`src/rtl/vga_sync_gen.sv`:
```
// ============================================================================
// vga_sync_gen : parameterised raster timing generator with pixel-clock-enable
// Optional: define FRAME_COUNT_EN to add the 16-bit frame_count output.
// Revision: 1.0
// ============================================================================
`default_nettype none

module vga_sync_gen #(
  parameter int H_VISIBLE = 640,
  parameter int H_FRONT   = 16,
  parameter int H_SYNC    = 96,
  parameter int H_BACK    = 48,
  parameter int V_VISIBLE = 480,
  parameter int V_FRONT   = 10,
  parameter int V_SYNC    = 2,
  parameter int V_BACK    = 33,
  parameter int PIX_DIV   = 1
) (
  input  logic       clk,
  input  logic       reset,
  input  logic       enable,
  input  logic       polarity,
  output logic       hsync,
  output logic       vsync,
  output logic       visible,
  output logic [9:0] pix_x,
  output logic [9:0] pix_y,
  output logic       pix_stb,
  output logic       line_start,
  output logic       frame_start
`ifdef FRAME_COUNT_EN
  ,
  output logic [15:0] frame_count
`endif
);

  localparam int H_TOTAL = H_VISIBLE + H_FRONT + H_SYNC + H_BACK;
  localparam int V_TOTAL = V_VISIBLE + V_FRONT + V_SYNC + V_BACK;

  localparam logic [9:0]  H_LAST     = 10'(H_TOTAL - 1);
  localparam logic [9:0]  V_LAST     = 10'(V_TOTAL - 1);
  localparam logic [3:0]  DIV_LAST   = 4'(PIX_DIV - 1);
  localparam logic [10:0] H_VIS_END  = 11'(H_VISIBLE);
  localparam logic [10:0] H_SYNC_BEG = 11'(H_VISIBLE + H_FRONT);
  localparam logic [10:0] H_SYNC_END = 11'(H_VISIBLE + H_FRONT + H_SYNC);
  localparam logic [10:0] V_VIS_END  = 11'(V_VISIBLE);
  localparam logic [10:0] V_SYNC_BEG = 11'(V_VISIBLE + V_FRONT);
  localparam logic [10:0] V_SYNC_END = 11'(V_VISIBLE + V_FRONT + V_SYNC);

  if (H_TOTAL > 1024 || V_TOTAL > 1024) begin : g_bad_totals
    $error("vga_sync_gen: H_TOTAL and V_TOTAL must not exceed 1024");
  end
  if (PIX_DIV < 1 || PIX_DIV > 16) begin : g_bad_div
    $error("vga_sync_gen: PIX_DIV must be in 1..16");
  end

  logic [3:0] div_q, div_d;
  logic [9:0] h_q, h_d, v_q, v_d;
  logic [9:0] pix_x_q, pix_x_d, pix_y_q, pix_y_d;
  logic       hsync_q, hsync_d, vsync_q, vsync_d, visible_q, visible_d;
  logic       pix_stb_q, pix_stb_d, line_start_q, line_start_d;
  logic       frame_start_q, frame_start_d;
  logic       strobe, h_active, v_active;

  always_comb begin
    strobe   = enable && (div_q == DIV_LAST);
    h_active = ({1'b0, h_q} >= H_SYNC_BEG) && ({1'b0, h_q} < H_SYNC_END);
    v_active = ({1'b0, v_q} >= V_SYNC_BEG) && ({1'b0, v_q} < V_SYNC_END);

    div_d = div_q;
    if (enable) begin
      div_d = strobe ? 4'd0 : 4'(div_q + 4'd1);
    end

    h_d = h_q;
    v_d = v_q;
    if (strobe) begin
      if (h_q == H_LAST) begin
        h_d = 10'd0;
        v_d = (v_q == V_LAST) ? 10'd0 : 10'(v_q + 10'd1);
      end else begin
        h_d = 10'(h_q + 10'd1);
      end
    end

    // Level outputs hold between strobes; pulses default low.
    pix_x_d       = pix_x_q;
    pix_y_d       = pix_y_q;
    visible_d     = visible_q;
    hsync_d       = hsync_q;
    vsync_d       = vsync_q;
    pix_stb_d     = 1'b0;
    line_start_d  = 1'b0;
    frame_start_d = 1'b0;
    if (strobe) begin
      pix_x_d       = h_q;
      pix_y_d       = v_q;
      visible_d     = ({1'b0, h_q} < H_VIS_END) && ({1'b0, v_q} < V_VIS_END);
      hsync_d       = h_active ? polarity : ~polarity;
      vsync_d       = v_active ? polarity : ~polarity;
      pix_stb_d     = 1'b1;
      line_start_d  = (h_q == 10'd0);
      frame_start_d = (h_q == 10'd0) && (v_q == 10'd0);
    end
  end

  always_ff @(posedge clk) begin
    if (reset) begin
      div_q         <= 4'd0;
      h_q           <= 10'd0;
      v_q           <= 10'd0;
      pix_x_q       <= 10'd0;
      pix_y_q       <= 10'd0;
      visible_q     <= 1'b0;
      hsync_q       <= ~polarity;
      vsync_q       <= ~polarity;
      pix_stb_q     <= 1'b0;
      line_start_q  <= 1'b0;
      frame_start_q <= 1'b0;
    end else begin
      div_q         <= div_d;
      h_q           <= h_d;
      v_q           <= v_d;
      pix_x_q       <= pix_x_d;
      pix_y_q       <= pix_y_d;
      visible_q     <= visible_d;
      hsync_q       <= hsync_d;
      vsync_q       <= vsync_d;
      pix_stb_q     <= pix_stb_d;
      line_start_q  <= line_start_d;
      frame_start_q <= frame_start_d;
    end
  end

  assign hsync       = hsync_q;
  assign vsync       = vsync_q;
  assign visible     = visible_q;
  assign pix_x       = pix_x_q;
  assign pix_y       = pix_y_q;
  assign pix_stb     = pix_stb_q;
  assign line_start  = line_start_q;
  assign frame_start = frame_start_q;

`ifdef FRAME_COUNT_EN
  // The (0,0) load straight after reset is not a completed frame, so skip it.
  logic [15:0] frame_count_q, frame_count_d;
  logic        frame_seen_q, frame_seen_d;

  always_comb begin
    frame_count_d = frame_count_q;
    frame_seen_d  = frame_seen_q;
    if (frame_start_d) begin
      if (frame_seen_q) begin
        frame_count_d = 16'(frame_count_q + 16'd1);
      end
      frame_seen_d = 1'b1;
    end
  end

  always_ff @(posedge clk) begin
    if (reset) begin
      frame_count_q <= 16'd0;
      frame_seen_q  <= 1'b0;
    end else begin
      frame_count_q <= frame_count_d;
      frame_seen_q  <= frame_seen_d;
    end
  end

  assign frame_count = frame_count_q;
`endif

endmodule

`default_nettype wire

```
`config.mk`:
```
export PLATFORM = sky130hd
export DESIGN_NAME = vga_sync_gen
export DESIGN_NICKNAME = d
export VERILOG_FILES = /design/src/rtl/vga_sync_gen.sv
export SDC_FILE = /design/constraint.sdc
export NUM_CORES = 1
export LEC_CHECK = 0
export BUFFER_PORTS_ARGS = -buffer_cell sky130_fd_sc_hd__clkbuf_2
export CAP_MARGIN = 25
export CORE_ASPECT_RATIO = 1.2
export CORE_MARGIN = 2
export CORE_UTILIZATION = 40
export CTS_CLUSTER_DIAMETER = 50
export DETAILED_ROUTE_END_ITERATION = 7
export PLACE_DENSITY_LB_ADDON = 0.1
export SLEW_MARGIN = 20
export SYNTH_ARGS = -nofsm -noshare
export SYNTH_HDL_FRONTEND = slang
export SYNTH_SLANG_ARGS = --single-unit
```
`constraint.sdc`:
```
create_clock -name clk -period 2.3 [get_ports clk]
set_input_delay 0.345 -clock clk [delete_from_list [all_inputs] [get_ports clk]]
set_output_delay 0.345 -clock clk [all_outputs]
set_load 0.01 [all_outputs]
```
==> results.md <==
Global routing:
- The initial antenna violation count is 0.
- The via count of the first global-routing pass is around 1,700.
- Global routing used 17.0% of the available tracks across all layers.
- Entering global routing, the biggest net connects 32 pins.
- The first global-routing pass estimated roughly 8 mm of wire.
- Summed over all layers, the global routing overflow is 0.

Floorplanning:
- From left edge to right edge, the die measures around 71 um.
- The number of I/O pins is 30.
- The die covers 6020 sq um.
- After floorplanning, the core was divided into 29 placement rows.
- The initial core utilization is 41.1%.
- The die is 84.6 um tall.
- The placeable core region is 5260 sq um.

Setup path:
- The startpoint identified for the worst register-to-register timing path is h_q[0]$_SDFFE_PP0P_.
- At the worst endpoint, the required time is 2.53 ns.
- The critical path goes through ha_1 -> and4_1 -> or4b_4 -> or4_1 -> a21oi_1.
- The worst setup path is captured at a flop.
- Data arrives at the worst endpoint at 2.41 ns.
- The startpoint of the most critical setup path is h_q[0]$_SDFFE_PP0P_.
- The nature of the critical path startpoint is a flop.
- The stage delay of the slowest cell on the critical path is 0.57 ns.
- The top fanout value on the critical path is 15.
- Among all stages on the critical path, the largest delay is contributed by or4b_4.
- The setup path with the least slack is of type flop to flop.
- The worst-case reg-to-reg path depth is 5.

Logic synthesis:
- Yosys mapped a number of flops with a built-in enable equal to 2.
- Synthesis produced a netlist whose cell count is around 260.
- For this run, the leading register cell type out of synthesis is dfxtp_1.
- The distinct cell type count of the synthesized netlist is 35.
- The number of flip-flops and latches in the synthesized netlist is 50.
- The number of warnings reported in the yosys synthesis log is 0.
- The synthesized net count is around 270.
- The async set or reset register ratio after synthesis is 0%.
- In this run the cell area of the synthesized design comes to roughly 2200 sq um.
- The share of synthesized area occupied by flip-flops and latches is between 40% and 50%.
- The average size of a mapped cell is 8.42 sq um.

Clock network:
- In this run, post-CTS repair resized a total of 0 instances.
- The maximum number of buffers from clock root to sink is 2.
- For the worst-skew pair, the clock arrives at the later sink with an insertion delay of 0.30 ns.
- The count of buffers added by post-CTS timing repair for setup is 0.
- The clock sink total is 50.
- The post-cts hold buffer count is 0.
- The number of clock buffers inserted by TritonCTS is 5.
- Clock-pin slew was measured on the worst setup and hold paths at 0.09 ns.
- The H-tree generated during clock tree synthesis spans 2 levels.
- TritonCTS built the clock tree.
- The clock root buffer is clkbuf_8.

STA:
- Setup violations remaining at the end of the flow were counted as 0.
- The clock arrives with 0.00338 ns of skew.
- Setup repair after global routing left no endpoint under its margin.
- The final count of hold timing violations came to 0.
- The worst relative slew slack is 65.3%.
- The final count of pins violating max slew is 0.
- The tightest hold margin is about 0.37 ns.
- After layout, the worst path uses 94.7% of the clock period.
- The final worst slack is 0.122 ns.
- The transition time at the pin with the least slew margin is 0.516 ns.
- The peak clock frequency supported by timing is approximately 0.46 GHz.
- The final period demand of the worst path is 2.18 ns.
- The setup total negative slack is 0 ns.

Route:
- Dividing the detail-routed via count by the number of cells gives around 5.4.
- The number of nets still failing antenna checks after routing is 0.
- After the first detailed-routing iteration, the DRC count stood at 91.
- The average detailed-routed wire length per instance is roughly 14 um.
- The count of vias placed by the detailed router is 1,875.
- The pre-antenna-repair detailed-routing pass consisted of 4 iterations.
- The aggregate routed wire length is 4.86 mm.
- The total DRC errors in the routed layout is 0.

Min path:
- In this run the worst hold path is classified as input pin to flop.
- Counting instances, the worst hold path has a depth of 2.
- The startpoint identified for the worst hold timing path is polarity.

Power:
- In this run the static leakage power is 0.000916 uW.
- The peak supply drop is about 290 uV.
- The power per standard cell area is 607 nW/um^2.
- Overall power consumption after layout is estimated at 1510 uW.

Status:
- The run finished with clean final reports.

Finish:
- The post-layout net count is 298.
- Relative to the synthesized area, the layout overhead comes to 15.0%.
- Leaving out fill and tap cells, the most frequent cell in the layout is nand2_1.
- Counting the fill cells in the layout gives around 540.
- For this run, the number of standard cells in the final layout without fillers is 350.
- The share of final-layout standard cells stronger than drive strength 1 is 17.4%.
- The top cell types in the final layout, fill and taps aside, are nand2_1, dfxtp_1, a21oi_1.
- The number of antenna diodes in the final layout is 0.

Place:
- OpenSTA, run right after detailed placement, puts the worst setup slack at approximately 0.15 ns.
- The HPWL after detailed placement is 3.40 mm.
- The final weighted congestion of routability-driven global placement is 0.812.
- In this run the tool buffered the top-level ports with 29 buffer cells.
- Counting tap cells, the placed design contains a total of 342 instances.

Flow run:
- The max-cap violation count is 0.
## final cells by class
class,count,area (sq um),share of cell area [%]
sequential,50,1020,41.0
multi-input combinational,180,1050,42.1
timing repair buffer,39,220,8.85
clock inverter,2,8.76,0.352
tap,62,77.6,3.12
inverter,11,41.3,1.66
clock buffer,6,72.6,2.92
## cell families after synthesis
| group | count (synthesis) | share of synthesized area, % |
|---|---|---|
| buffers and inverters | 27 | 5.15 |
| adders and majority gates | 7 | 4.05 |
| DFF | 50 | 47.2 |
| muxes | 1 | 0.463 |
| AOI/OAI and AO/OA | 42 | 10.4 |
| and+or+nand+nor | 115 | 26.7 |
| xor gates and xnor gates | 15 | 6.07 |
## synthesized netlist by cell type (all sizes together) (2+ instances only)
master	number	area, sq um
o21ai	7	35.0
nand3	5	25.0
buf	3	20.0
xnor2	9	78.8
nand4	8	50.1
nor2	16	60.1
nand2	52	195
xor2	6	52.6
edfxtp	2	60.1
o31ai	3	22.5
or4	3	22.5
and4	4	35.0
clkbuf	13	50.0
dfxtp	48	961
inv	11	41.3
or3	7	48.8
nor3	6	30.0
a21oi	31	155
ha	7	87.6
nand2b	2	12.5
nor4	4	25.0
## critical path, delay by kind of cell, from the launching register on
kind | cells | cell delay, ns
compound gates | 1 | 0.15
fa+ha+maj | 1 | 0.22
flops | 1 | 0.42
simple gates | 3 | 1.34
## per-stage QoR
| step | cell area, sq um | utilization [%] |
|---|---|---|
| final | 2490 | 47.3 |
| after global routing | 2490 | 47.3 |
| after CTS | 2490 | 47.3 |
| after detailed placement | 2410 | 45.7 |
| after global placement | 2410 | 45.7 |
| after floorplan | 2160 | - |
## sequential cells by signal, indices dropped and copies added (netlist names)
name and flops:
h_q 10, pix_x 10, pix_y 10, v_q 10, div_q 4, frame_start 1, hsync 1, line_start 1
pix_stb 1, visible 1, vsync 1
## worst paths after layout
path / to / slack, ns
setup / recovery: v_q[5]$_SDFFE_PP0P_ / 0.12
setup reg to reg: v_q[5]$_SDFFE_PP0P_ / 0.12
hold / removal: vsync$_DFFE_PP_ / 0.37
hold reg to reg: pix_y[1]$_SDFFE_PP0P_ / 0.46
## per-layer routing
layer / global-route usage, % / vias up / wire length, um
met5: 0 / - / 0
li1: - / 933 / -
met4: 5.66 / 0 / 97
met3: 3.96 / 10 / 170
met2: 28.6 / 39 / 2380
met1: 21.4 / 893 / 2210
## power breakdown
group	internal [uW]	switching [uW]	total (uW)
Combinational	41.7	81.3	123
Sequential	888	9.97	898
Clock	210	279	489
Total	1140	370	1510
No activity file was read; power rests on OpenSTA's default activity.
